## config.mk

```make
export PLATFORM = sky130hd
export DESIGN_NAME = core_biu_arbiter_flat
export DESIGN_NICKNAME = d
export VERILOG_FILES = /design/src/rtl/core_biu_arbiter_pkg.sv /design/src/rtl/core_biu_arbiter_if.sv /design/src/rtl/core_biu_arbiter_pick.sv /design/src/rtl/core_biu_arbiter.sv /design/src/flat_wrapper.sv
export SDC_FILE = /design/constraint.sdc
export NUM_CORES = 1
export LEC_CHECK = 0
export ABC_AREA = 1
export BUFFER_PORTS_ARGS = -buffer_cell sky130_fd_sc_hd__buf_2
export CORE_ASPECT_RATIO = 0.6
export CORE_MARGIN = 4
export CORE_UTILIZATION = 40
export CTS_CLUSTER_SIZE = 40
export DETAILED_ROUTE_END_ITERATION = 7
export PLACE_DENSITY_LB_ADDON = 0.08
export SYNTH_ARGS = -nofsm -noshare
export SYNTH_HDL_FRONTEND = slang
export SYNTH_SLANG_ARGS = --single-unit
```

## constraint.sdc

```tcl
create_clock -name clk -period 2.01 [get_ports clk]
set_input_delay 0 -clock clk [delete_from_list [all_inputs] [get_ports clk]]
set_output_delay 0 -clock clk [all_outputs]
set_load 0.02 [all_outputs]
```

## src/rtl/core_biu_arbiter_pkg.sv

```systemverilog
// Shared definitions for the bus-interface arbiter: widths, arbitration modes,
// FSM state encoding and a small index helper.
package core_biu_arbiter_pkg;

    localparam int CORE_XLEN            = 32;
    localparam int CORE_LSU_WMASK_WIDTH = CORE_XLEN / 8;
    localparam int BIU_XLEN             = CORE_XLEN;
    localparam int BIU_WMASK_W          = CORE_LSU_WMASK_WIDTH;

    localparam int ARB_FIXED = 0;
    localparam int ARB_RR    = 1;

    typedef enum logic [1:0] {
        ST_IDLE  = 2'd0,
        ST_ISSUE = 2'd1,
        ST_WAIT  = 2'd2
    } biu_state_e;

    // Increment a channel index, wrapping back to zero at the channel count.
    function automatic int wrap_inc(input int idx, input int modulus);
        return (idx + 1 >= modulus) ? 0 : idx + 1;
    endfunction

endpackage

```

## src/rtl/core_biu_arbiter_if.sv

```systemverilog
// Bundles for the requester side (several channels) and the single memory port.
// The arbiter is the slave of the requester bundle and the master of the memory bundle.
interface core_biu_ch_if #(
    parameter int NUM_CH  = 2,
    parameter int XLEN    = core_biu_arbiter_pkg::BIU_XLEN,
    parameter int WMASK_W = core_biu_arbiter_pkg::BIU_WMASK_W
);
    logic [NUM_CH-1:0]         ch_req_valid;
    logic [NUM_CH-1:0]         ch_req_ready;
    logic [NUM_CH*XLEN-1:0]    ch_req_addr;
    logic [NUM_CH*XLEN-1:0]    ch_req_wdata;
    logic [NUM_CH*WMASK_W-1:0] ch_req_wmask;
    logic [NUM_CH-1:0]         ch_req_wen;
    logic [NUM_CH-1:0]         ch_flush;
    logic [NUM_CH-1:0]         ch_rsp_valid;
    logic [XLEN-1:0]           ch_rsp_rdata;
    logic                      ch_rsp_err;

    modport master (
        output ch_req_valid, ch_req_addr, ch_req_wdata, ch_req_wmask, ch_req_wen, ch_flush,
        input  ch_req_ready, ch_rsp_valid, ch_rsp_rdata, ch_rsp_err
    );

    modport slave (
        input  ch_req_valid, ch_req_addr, ch_req_wdata, ch_req_wmask, ch_req_wen, ch_flush,
        output ch_req_ready, ch_rsp_valid, ch_rsp_rdata, ch_rsp_err
    );
endinterface

interface core_biu_mem_if #(
    parameter int XLEN    = core_biu_arbiter_pkg::BIU_XLEN,
    parameter int WMASK_W = core_biu_arbiter_pkg::BIU_WMASK_W
);
    logic               mem_req_valid;
    logic               mem_req_ready;
    logic [XLEN-1:0]    mem_req_addr;
    logic [XLEN-1:0]    mem_req_wdata;
    logic [WMASK_W-1:0] mem_req_wmask;
    logic               mem_req_wen;
    logic               mem_rsp_valid;
    logic [XLEN-1:0]    mem_rsp_rdata;
    logic               mem_rsp_err;

    modport master (
        output mem_req_valid, mem_req_addr, mem_req_wdata, mem_req_wmask, mem_req_wen,
        input  mem_req_ready, mem_rsp_valid, mem_rsp_rdata, mem_rsp_err
    );

    modport slave (
        input  mem_req_valid, mem_req_addr, mem_req_wdata, mem_req_wmask, mem_req_wen,
        output mem_req_ready, mem_rsp_valid, mem_rsp_rdata, mem_rsp_err
    );
endinterface

```

## src/rtl/core_biu_arbiter_pick.sv

```systemverilog
// Combinational winner selection: fixed priority (lowest index) or round-robin
// starting at ptr. The pointer register itself lives in the parent.
module core_biu_arb_pick
    import core_biu_arbiter_pkg::*;
#(
    parameter int NUM_CH   = 2,
    parameter int ARB_MODE = ARB_FIXED,
    parameter int CH_W     = $clog2(NUM_CH)
) (
    input  logic [NUM_CH-1:0] eligible,
    input  logic [CH_W-1:0]   ptr,
    output logic [NUM_CH-1:0] grant,
    output logic [CH_W-1:0]   idx,
    output logic              any
);

    int cand;

    always_comb begin
        grant = '0;
        idx   = '0;
        any   = 1'b0;
        cand  = 0;
        for (int k = 0; k < NUM_CH; k++) begin
            cand = (ARB_MODE == ARB_RR) ? ((int'(ptr) + k) % NUM_CH) : k;
            if (!any && eligible[cand]) begin
                any         = 1'b1;
                grant[cand] = 1'b1;
                idx         = CH_W'(cand);
            end
        end
    end

endmodule

```

## src/rtl/core_biu_arbiter.sv

```systemverilog
// Multiplexes NUM_CH requesters onto one variable-latency memory port, routing each
// response back to its owner unless that owner flushed while the request was in flight.
module core_biu_arbiter
    import core_biu_arbiter_pkg::*;
#(
    parameter int NUM_CH   = 2,
    parameter int XLEN     = BIU_XLEN,
    parameter int WMASK_W  = BIU_WMASK_W,
    parameter int ARB_MODE = ARB_FIXED,
    parameter int CH_W     = $clog2(NUM_CH)
) (
    input  logic            clk,
    input  logic            rst_n,
    core_biu_ch_if.slave    ch_bus,
    core_biu_mem_if.master  mem_bus,
    output logic            busy,
    output logic [CH_W-1:0] owner
);

    biu_state_e         state_q, state_d;
    logic [CH_W-1:0]    owner_q, owner_d;
    logic [CH_W-1:0]    ptr_q, ptr_d;
    logic               drop_q, drop_d;
    logic [XLEN-1:0]    addr_q, addr_d;
    logic [XLEN-1:0]    wdata_q, wdata_d;
    logic [WMASK_W-1:0] wmask_q, wmask_d;
    logic               wen_q, wen_d;
    logic               mem_req_valid_q, mem_req_valid_d;
    logic [NUM_CH-1:0]  rsp_valid_q, rsp_valid_d;
    logic [XLEN-1:0]    rsp_rdata_q, rsp_rdata_d;
    logic               rsp_err_q, rsp_err_d;

    logic [NUM_CH-1:0]  eligible;
    logic [NUM_CH-1:0]  pick_grant;
    logic [CH_W-1:0]    pick_idx;
    logic               pick_any;
    logic [NUM_CH-1:0]  req_ready;
    logic               owner_flush;

    // A channel being flushed this cycle must not start a new transaction.
    assign eligible    = ch_bus.ch_req_valid & ~ch_bus.ch_flush;
    assign owner_flush = ch_bus.ch_flush[owner_q];

    core_biu_arb_pick #(
        .NUM_CH   (NUM_CH),
        .ARB_MODE (ARB_MODE),
        .CH_W     (CH_W)
    ) u_pick (
        .eligible (eligible),
        .ptr      (ptr_q),
        .grant    (pick_grant),
        .idx      (pick_idx),
        .any      (pick_any)
    );

    always_comb begin
        state_d         = state_q;
        owner_d         = owner_q;
        ptr_d           = ptr_q;
        drop_d          = drop_q;
        addr_d          = addr_q;
        wdata_d         = wdata_q;
        wmask_d         = wmask_q;
        wen_d           = wen_q;
        mem_req_valid_d = mem_req_valid_q;
        rsp_valid_d     = '0;
        rsp_rdata_d     = rsp_rdata_q;
        rsp_err_d       = rsp_err_q;
        req_ready       = '0;

        case (state_q)
            ST_IDLE: begin
                if (pick_any) begin
                    req_ready       = pick_grant;
                    addr_d          = ch_bus.ch_req_addr[int'(pick_idx)*XLEN +: XLEN];
                    wdata_d         = ch_bus.ch_req_wdata[int'(pick_idx)*XLEN +: XLEN];
                    wmask_d         = ch_bus.ch_req_wmask[int'(pick_idx)*WMASK_W +: WMASK_W];
                    wen_d           = ch_bus.ch_req_wen[pick_idx];
                    owner_d         = pick_idx;
                    drop_d          = 1'b0;
                    mem_req_valid_d = 1'b1;
                    state_d         = ST_ISSUE;
                    if (ARB_MODE == ARB_RR) begin
                        ptr_d = CH_W'(wrap_inc(int'(pick_idx), NUM_CH));
                    end
                end
            end
            // The memory request is never withdrawn; a flush only marks the answer for dropping.
            ST_ISSUE: begin
                if (owner_flush) begin
                    drop_d = 1'b1;
                end
                if (mem_bus.mem_req_ready) begin
                    mem_req_valid_d = 1'b0;
                    state_d         = ST_WAIT;
                end
            end
            ST_WAIT: begin
                if (owner_flush) begin
                    drop_d = 1'b1;
                end
                if (mem_bus.mem_rsp_valid) begin
                    if (!(drop_q || owner_flush)) begin
                        rsp_valid_d[owner_q] = 1'b1;
                        rsp_rdata_d          = mem_bus.mem_rsp_rdata;
                        rsp_err_d            = mem_bus.mem_rsp_err;
                    end
                    state_d = ST_IDLE;
                end
            end
            default: begin
                mem_req_valid_d = 1'b0;
                state_d         = ST_IDLE;
            end
        endcase
    end

    always_ff @(posedge clk or negedge rst_n) begin
        if (!rst_n) begin
            state_q         <= ST_IDLE;
            owner_q         <= '0;
            ptr_q           <= '0;
            drop_q          <= 1'b0;
            addr_q          <= '0;
            wdata_q         <= '0;
            wmask_q         <= '0;
            wen_q           <= 1'b0;
            mem_req_valid_q <= 1'b0;
            rsp_valid_q     <= '0;
            rsp_rdata_q     <= '0;
            rsp_err_q       <= 1'b0;
        end else begin
            state_q         <= state_d;
            owner_q         <= owner_d;
            ptr_q           <= ptr_d;
            drop_q          <= drop_d;
            addr_q          <= addr_d;
            wdata_q         <= wdata_d;
            wmask_q         <= wmask_d;
            wen_q           <= wen_d;
            mem_req_valid_q <= mem_req_valid_d;
            rsp_valid_q     <= rsp_valid_d;
            rsp_rdata_q     <= rsp_rdata_d;
            rsp_err_q       <= rsp_err_d;
        end
    end

    assign ch_bus.ch_req_ready  = req_ready;
    assign ch_bus.ch_rsp_valid  = rsp_valid_q;
    assign ch_bus.ch_rsp_rdata  = rsp_rdata_q;
    assign ch_bus.ch_rsp_err    = rsp_err_q;
    assign mem_bus.mem_req_valid = mem_req_valid_q;
    assign mem_bus.mem_req_addr  = addr_q;
    assign mem_bus.mem_req_wdata = wdata_q;
    assign mem_bus.mem_req_wmask = wmask_q;
    assign mem_bus.mem_req_wen   = wen_q;
    assign busy  = (state_q != ST_IDLE);
    assign owner = owner_q;

    // A response with no transaction waiting for it is ignored by the FSM above.
    mem_rsp_only_in_wait: assert property (
        @(posedge clk) disable iff (!rst_n) mem_bus.mem_rsp_valid |-> (state_q == ST_WAIT)
    );

endmodule

```

## src/flat_wrapper.sv

```systemverilog
// flat-port wrapper written by rule: the top's interface ports become plain ports
module core_biu_arbiter_flat import core_biu_arbiter_pkg::*;
#(
    parameter int NUM_CH   = 2,
    parameter int XLEN     = BIU_XLEN,
    parameter int WMASK_W  = BIU_WMASK_W,
    parameter int ARB_MODE = ARB_FIXED,
    parameter int CH_W     = $clog2(NUM_CH)
)
  (clk, rst_n, busy, owner, ch_bus_ch_req_valid, ch_bus_ch_req_addr, ch_bus_ch_req_wdata, ch_bus_ch_req_wmask, ch_bus_ch_req_wen, ch_bus_ch_flush, ch_bus_ch_req_ready, ch_bus_ch_rsp_valid, ch_bus_ch_rsp_rdata, ch_bus_ch_rsp_err, mem_bus_mem_req_valid, mem_bus_mem_req_addr, mem_bus_mem_req_wdata, mem_bus_mem_req_wmask, mem_bus_mem_req_wen, mem_bus_mem_req_ready, mem_bus_mem_rsp_valid, mem_bus_mem_rsp_rdata, mem_bus_mem_rsp_err);
  core_biu_ch_if #(.NUM_CH(NUM_CH), .XLEN(XLEN), .WMASK_W(WMASK_W)) ch_bus_i ();
  core_biu_mem_if #(.XLEN(XLEN), .WMASK_W(WMASK_W)) mem_bus_i ();
  input  logic clk;
  input  logic rst_n;
  output logic busy;
  output logic [CH_W-1:0] owner;
  input wire logic [$bits(ch_bus_i.ch_req_valid)-1:0] ch_bus_ch_req_valid;
  input wire logic [$bits(ch_bus_i.ch_req_addr)-1:0] ch_bus_ch_req_addr;
  input wire logic [$bits(ch_bus_i.ch_req_wdata)-1:0] ch_bus_ch_req_wdata;
  input wire logic [$bits(ch_bus_i.ch_req_wmask)-1:0] ch_bus_ch_req_wmask;
  input wire logic [$bits(ch_bus_i.ch_req_wen)-1:0] ch_bus_ch_req_wen;
  input wire logic [$bits(ch_bus_i.ch_flush)-1:0] ch_bus_ch_flush;
  output wire logic [$bits(ch_bus_i.ch_req_ready)-1:0] ch_bus_ch_req_ready;
  output wire logic [$bits(ch_bus_i.ch_rsp_valid)-1:0] ch_bus_ch_rsp_valid;
  output wire logic [$bits(ch_bus_i.ch_rsp_rdata)-1:0] ch_bus_ch_rsp_rdata;
  output wire logic [$bits(ch_bus_i.ch_rsp_err)-1:0] ch_bus_ch_rsp_err;
  output wire logic [$bits(mem_bus_i.mem_req_valid)-1:0] mem_bus_mem_req_valid;
  output wire logic [$bits(mem_bus_i.mem_req_addr)-1:0] mem_bus_mem_req_addr;
  output wire logic [$bits(mem_bus_i.mem_req_wdata)-1:0] mem_bus_mem_req_wdata;
  output wire logic [$bits(mem_bus_i.mem_req_wmask)-1:0] mem_bus_mem_req_wmask;
  output wire logic [$bits(mem_bus_i.mem_req_wen)-1:0] mem_bus_mem_req_wen;
  input wire logic [$bits(mem_bus_i.mem_req_ready)-1:0] mem_bus_mem_req_ready;
  input wire logic [$bits(mem_bus_i.mem_rsp_valid)-1:0] mem_bus_mem_rsp_valid;
  input wire logic [$bits(mem_bus_i.mem_rsp_rdata)-1:0] mem_bus_mem_rsp_rdata;
  input wire logic [$bits(mem_bus_i.mem_rsp_err)-1:0] mem_bus_mem_rsp_err;
  assign ch_bus_i.ch_req_valid = ch_bus_ch_req_valid;
  assign ch_bus_i.ch_req_addr = ch_bus_ch_req_addr;
  assign ch_bus_i.ch_req_wdata = ch_bus_ch_req_wdata;
  assign ch_bus_i.ch_req_wmask = ch_bus_ch_req_wmask;
  assign ch_bus_i.ch_req_wen = ch_bus_ch_req_wen;
  assign ch_bus_i.ch_flush = ch_bus_ch_flush;
  assign ch_bus_ch_req_ready = ch_bus_i.ch_req_ready;
  assign ch_bus_ch_rsp_valid = ch_bus_i.ch_rsp_valid;
  assign ch_bus_ch_rsp_rdata = ch_bus_i.ch_rsp_rdata;
  assign ch_bus_ch_rsp_err = ch_bus_i.ch_rsp_err;
  assign mem_bus_mem_req_valid = mem_bus_i.mem_req_valid;
  assign mem_bus_mem_req_addr = mem_bus_i.mem_req_addr;
  assign mem_bus_mem_req_wdata = mem_bus_i.mem_req_wdata;
  assign mem_bus_mem_req_wmask = mem_bus_i.mem_req_wmask;
  assign mem_bus_mem_req_wen = mem_bus_i.mem_req_wen;
  assign mem_bus_i.mem_req_ready = mem_bus_mem_req_ready;
  assign mem_bus_i.mem_rsp_valid = mem_bus_mem_rsp_valid;
  assign mem_bus_i.mem_rsp_rdata = mem_bus_mem_rsp_rdata;
  assign mem_bus_i.mem_rsp_err = mem_bus_mem_rsp_err;
  core_biu_arbiter #(.NUM_CH(NUM_CH), .XLEN(XLEN), .WMASK_W(WMASK_W), .ARB_MODE(ARB_MODE), .CH_W(CH_W)) u_core (.clk(clk), .rst_n(rst_n), .ch_bus(ch_bus_i), .mem_bus(mem_bus_i), .busy(busy), .owner(owner));
endmodule
```

* After elaboration in Yosys (flattened, before gate mapping)
Index checks and enable logic that the tools add are counted.
Word-level totals: register bits after elaboration 109, input bits 179, output and inout port bits 109, logic and storage cells 64
Cells by class: $lt $le $gt $ge 3, equality and inequality tests 6, shift operators 3, muxes and demuxes 24, bitwise logic cells 4, reduce and logical (&&, ||, !) cells 13
Operators with widths (number):
- $shiftx A64 B7 Y32 | 2
- $mux W2 | 8
- $mux W1 | 12
- $reduce_and A3 Y1 | 4
- $shiftx A8 B4 Y4 | 1
- $pmux W2 S3 | 1
- $lt A1 B2 Y1 const B | 2
- $ne A2 B1 Y1 const B | 2
- $ne A2 B2 Y1 const B | 2
- $reduce_bool A2 Y1 | 2
- $pmux W1 S3 | 1
- $and A2 B2 Y2 | 1
- $eq A2 B1 Y1 const B | 1
- $eq A2 B2 Y1 const B | 1
- $logic_and A1 B1 Y1 | 2
- $logic_not A2 Y1 | 1
- $not A1 Y1 | 2
- $not A2 Y2 | 1
- $pmux W1 S2 | 1
- $reduce_and A2 Y1 | 1
- $reduce_or A2 Y1 | 1
- $demux W1 S1 | 1
- $ge A1 B1 Y1 const B | 1
- $logic_not A1 Y1 | 1
- $logic_or A1 B1 Y1 | 1

* Logic depth before layout (Yosys ltp)
word-level depth 8, mapped depth 10, gate-level depth less buffers 8

* Cells and area by module
A second synthesis with hierarchy kept.
Unflattened totals: cells, all modules 584, area total of the unflattened synthesis 4951.0 um^2
By module, submodules not included:
- core_biu_arbiter | times used 1, cells each 578, area an instance 4921.0 um^2, sequential area each 2727.6 um^2
- core_biu_arb_pick | times used 1, cells each 6, area an instance 30.0 um^2, sequential area each 0.0 um^2

* Least setup slack after synthesis
OpenSTA, ideal clock, no wires.
path kind flip-flop to flip-flop, from register u_core.state_q[0], to register u_core.rsp_rdata_q[0] (netlist: u_core.ch_bus.ch_rsp_rdata[0]), setup time 117 ps, arrival 1418 ps, required time 1893 ps, setup slack 475 ps, stages on the path, launching flop included 9, path buffers 1, period minus slack after synthesis 1535 ps, cell sequence dfrtp_1 > inv_1 > ha_1 > inv_1 > nor3_2 > nand2_1 > buf_2 > nand2_1 > nand2_1
Between the ends: word-level cells in the longest chain between the ends 2
RTL lines:
- start: declaration | RTL line core_biu_arbiter.sv:20 | biu_state_e state_q, state_d;
- start signal: assignment | RTL line core_biu_arbiter.sv:133 | state_q <= state_d;
- $eq A2 B2 Y1 | RTL line core_biu_arbiter.sv:71 | case (state_q)
- $reduce_and A3 Y1 (no source line)
- end signal: assignment | RTL line core_biu_arbiter.sv:143 | rsp_rdata_q <= rsp_rdata_d;
- end: declaration | RTL line core_biu_arbiter.sv:30 | logic [XLEN-1:0] rsp_rdata_q, rsp_rdata_d;
No other way between the ends. A chain may end at the register's enable or synchronous reset.

* Worst setup path after layout
from input port ch_bus_ch_flush[0], to register u_core.addr_q[24] (netlist: u_core.mem_bus.mem_req_addr[24])
Between the ends: word-level cells in the longest chain between the ends 7, elaborated cells between the ends (all ways) 9, those cells by class 1 x shift; 3 x mux; 2 x bitwise; 3 x reduce/logical
RTL lines:
- start: declaration | RTL line flat_wrapper.sv:22 | input wire logic [$bits(ch_bus_i.ch_flush)-1:0] ch_bus_ch_flush;
- $not A2 Y2 * | RTL line core_biu_arbiter.sv:41 | assign eligible = ch_bus.ch_req_valid & ~ch_bus.ch_flush;
- $and A2 B2 Y2 * | RTL line core_biu_arbiter.sv:41
- $mux W1 * | RTL line core_biu_arbiter_pick.sv:26 | if (!any && eligible[cand]) begin
- $logic_not A1 Y1 | RTL line core_biu_arbiter_pick.sv:26
- $logic_and A1 B1 Y1 | RTL line core_biu_arbiter_pick.sv:26
- $mux W1 | RTL line core_biu_arbiter_pick.sv:26
- $shiftx A64 B7 Y32 / $reduce_and A2 Y1 (equally long branches)
- end signal: assignment | RTL line core_biu_arbiter.sv:137 | addr_q <= addr_d;
- end: declaration | RTL line core_biu_arbiter.sv:24 | logic [XLEN-1:0] addr_q, addr_d;
Mark *: on every way between the ends. The rest lies on a longest branch, timed or not.

==> results.md <==
Routing:
- Wires add up to ~18,000 µm.
- In the final routed layout, each cell accounts on average for around 14 µm.
- The detailed-route wire length on metal 1 is ~8000 µm.
- The routed design uses about 8700 µm of met2 wire.
- The routed length on met3 is ~1400 µm.
- The count of unresolved DRC violations after routing is 0.
- The first routing iteration left between 300 and 400 violations.
- The highest routing layer actually used is met4.
- The number of iterations in the first detailed-routing pass is 5.
- Once detail routing completed, the nets flagged for antenna violations numbered 0.
- The average vias per placed instance is approximately 4.6.
- The number of vias after detailed routing is between 6,000 and 7,000.

Synthesis:
- The number of nets handed over by synthesis was between 900 and 1,000.
- Yosys mapped the design onto 18 distinct sky130hd cell types.
- The mapped netlist covers 5290 µm².
- After synthesis the netlist holds a flip-flop and latch count of approximately 110.
- Counting every instance in the synthesized netlist gives around 700.
- The share of synthesized area in the top cell type comes to 0.515.
- The number of warnings reported in the yosys synthesis log is 0.
- The top cell type by total area after synthesis is dfrtp_1.
- Each instance of the synthesized netlist takes up on average 7.34 µm².
- In the post-synthesis netlist, the biggest area contributors are dfrtp_1, nand2_1, nand3_1.
- The part of the Yosys area used for sequential elements is 0.515.

Global routing:
- The initial antenna violation count is 0.
- Entering global routing, the biggest net connects 72 pins.
- For this run the aggregate overflow at the end of global routing stands at 0.
- The first-pass GRT wire length is 29,400 µm.
- The number of global-route vias before repair is ~6,000.
- The total global routing track utilization is 0.237.

Worst setup path:
- In this run the worst setup path begins at ch_bus_ch_flush[0].
- The sort of element at the start of the critical path is an input pin.
- The arrival time at the worst endpoint is ~2.2 ns.
- Along the worst path, the maximum fanout reaches between 50 and 60.
- The capturing element type of the critical path is a flip-flop.
- The worst setup path is of the input pin to flip-flop kind.
- In this run the critical register-to-register path is launched from u_core.state_q[1].
- The critical path required time is 2.28 ns.

Timing:
- The count of endpoints failing hold in the final timing report came to 0.
- The transition time at the pin with the least slew margin is just under 0.6 ns.
- The worst path in the final design needs a cycle of between 1.5 and 2 ns, including I/O delays and setup.
- The post-route setup TNS is 0 ns.
- The total setup violations reported at the end of the flow is 0.
- Setup repair after global routing left no endpoint under its margin.
- The number of pins with negative max-slew slack in the final report is 0.
- The tightest slew margin relative to the limit is 0.615.
- Static timing analysis puts the maximum clock frequency at ~530 MHz.
- Between clock sinks in the finished design, the worst skew comes to about 0.008 ns.
- Dividing the final minimum period by the clock period gives 0.939.

Clocking:
- Buffers inserted during clock tree synthesis total 9.
- The TritonCTS clock tree is built.
- The clock passes through at most 2 buffers.
- Clock tree synthesis selected as its root buffer the cell clkbuf_16.
- The worst-skew pair later-pin latency is 0.34 ns.
- CTS built an H-tree with a depth of 3.
- After clock tree synthesis, the clock-pin slew on the worst setup and hold paths is ~0.070 ns.
- Clock tree synthesis found a total of about 110 sinks.
- In this run the post-CTS setup repair buffer count came out at 0.

Floorplanning:
- The floorplan step set the die height to 97.1 µm.
- The placeable core area is approximately 13,000 µm².
- The top-level I/O count is approximately 290.
- For this configuration, the core starts out at a cell density of 0.410.
- The die covers approximately 15,000 µm².
- The number of rows in the core area is 32.
- The x dimension of the die is ~160 µm.

Layout:
- From synthesis to final layout, the design area changed by 62.8%.
- The layout cell share with drive strength beyond 1 is 0.285.
- Excluding fillers, the count of instances in the completed layout stands at ~1,300.
- The final layout contains ~1,300 nets.
- Registers take ~2700 µm².
- The repair_antennas step left the layout with diodes totalling 0.
- After filler insertion, the fill cell instance count of the layout stands at around 1,100.
- The multi-input logic area is between 2000 and 2500 µm².

Pwr:
- In this run the power spent charging and discharging nets is 4.40 mW.
- The part of the power in combinational logic is 0.474.
- Dividing total power by cell area gives a power density of between 1000 and 1500 nW/µm².
- The relative contribution of sequential cells to total power is 0.370.
- Of the total power, the clock network draws 0.156.
- The internal cell power is around 5.7 mW.
- Summed over all cells, the static leakage comes to about 5 nW.
- The worst-case IR drop observed on VDD is 0.490 mV.
- The switching share of total power is 0.435.

Hold path:
- The path class of the lowest-slack min-delay path is input pin to flip-flop.
- The startpoint identified for the worst hold timing path is ch_bus_ch_req_addr[57].

Job:
- The max-capacitance violation count is 0.

Placement:
- Routability-driven placement finished with a final weighted congestion of around 0.79.
- The half-perimeter wire length after placement is ~12,000 µm.
- Input and output buffers added on the ports amount to around 290.
- The cell count after placement is 1,147.

Outcome:
- The flow ran to the end, and the final reports show no timing, DRC or antenna violations.
path summary, 6_finish.rpt:
| path | slack, ns | end | cells past startpoint |
|---|---|---|---|
| worst min-delay path | 0.007 | u_core.mem_bus.mem_req_addr[25] | 5 |
| worst max-delay path | 0.12 | u_core.mem_bus.mem_req_addr[24] | 10 |
| worst max register to register | 0.40 | u_core.mem_bus.mem_req_addr[21] | 7 |
| max in group asynchronous | 1.19 | u_core.mem_bus.mem_req_addr[20] | 3 |
| min in group asynchronous | 0.21 | u_core.ch_bus.ch_rsp_rdata[25] | 2 |
| worst min register to register | 0.47 | u_core.mem_bus.mem_req_addr[26] | 2 |
cell type report:
| class | count | share of cell area |
|---|---|---|
| Timing Repair Buffer | 444 | 0.356 |
| Inverter | 14 | 0.00610 |
| Clock inverter | 4 | 0.00320 |
| Clock buffer | 10 | 0.0266 |
| Sequential cell | 109 | 0.317 |
| Multi-Input combinational cell | 553 | 0.267 |
| Tap cell | 170 | 0.0247 |
power groups by stage:
| stage | clock network, mW | registers (mW) | logic (mW) |
|---|---|---|---|
| floorplan | 0 | 4.91 | 1.55 |
| global placement | 0 | 3.73 | 4.56 |
| detailed placement | 0 | 3.72 | 4.60 |
| CTS | 1.64 | 3.72 | 4.83 |
| global route | 1.74 | 3.85 | 5.28 |
| finish | 1.58 | 3.73 | 4.79 |
timing repair:
item,CTS,global route
setup endpoints to repair,0,39
hold buffers,143,0
resized for setup,0,4
endpoints found under the hold margin,143,0
flip-flops by register name, summed over array words and instances, names as in the netlist:
name and count:
u_core.ch_bus.ch_rsp_rdata 32, u_core.mem_bus.mem_req_addr 32, u_core.mem_bus.mem_req_wdata 32, u_core.mem_bus.mem_req_wmask 4, u_core.ch_bus.ch_rsp_valid 2, u_core.state_q 2, u_core.ch_bus.ch_rsp_err 1, u_core.drop_q 1
u_core.mem_bus.mem_req_valid 1, u_core.mem_bus.mem_req_wen 1, u_core.owner 1
per-layer routing:
layer | GRT usage | vias up
met5 | 0 | -
met4 | 0.0500 | 0
met3 | 0.0601 | 23
met2 | 0.398 | 228
met1 | 0.312 | 2757
li1 | - | 3048
kinds of logic after synthesis:
logic type	synth area share
buf+inv	0.0525
flops	0.515
simple gates	0.417
compound gates	0.00355
fa+ha+maj	0.0118
synth_stat cells, drive strengths merged:
cell	n
nand3	107
nand2	432
inv	14
nor3	2
o21ai	3
buf	29
dfrtp	109
nor2	4
clkbuf	16
ha	5
per-stage QoR:
step / cell area (µm²) / hold slack, ns / power, mW / setup WS, ns / utilization
2_1_floorplan: 5290 / -0.296 / 6.47 / 0.475 / -
3_3_place_gp: 6910 / 0.0335 / 8.28 / 0.475 / 0.536
3_5_place_dp: 6910 / 0.0362 / 8.32 / 0.416 / 0.536
4_1_cts: 8590 / 0.000136 / 10.2 / 0.0768 / 0.667
5_1_grt: 8610 / 0.0140 / 10.9 / 0.000210 / 0.668
6_report: 8610 / 0.00726 / 10.1 / 0.123 / 0.668
cells in the final DEF, fill, tap and decap left out:
cell type,instances
buf_6,2
nand2_4,2
dlygate4sd3_1,143
inv_1,11
nor2_4,1
nand3_1,107
buf_16,1
buf_4,7
inv_2,3
nor2_1,3
o21ai_2,1
ha_1,5
clkbuf_1,1
nor3_1,1
clkbuf_16,9
buf_12,5
buf_2,286
dfrtp_1,109
clkinv_2,1
nor3_4,1
nand2_2,1
nand2_1,429
o21ai_0,2
clkinvlp_4,3
worst max-delay path, cell delays in order:
cell and delay (ns):
dlygate4sd3_1 0.55, buf_2 0.15, inv_2 0.04, nand2_2 0.12
buf_6 0.38, nand3_1 0.15, nand2_1 0.09, dlygate4sd3_1 0.55
nand2_1 0.05, nand2_1 0.05
Note: power is estimated with default switching activity, not from simulation.
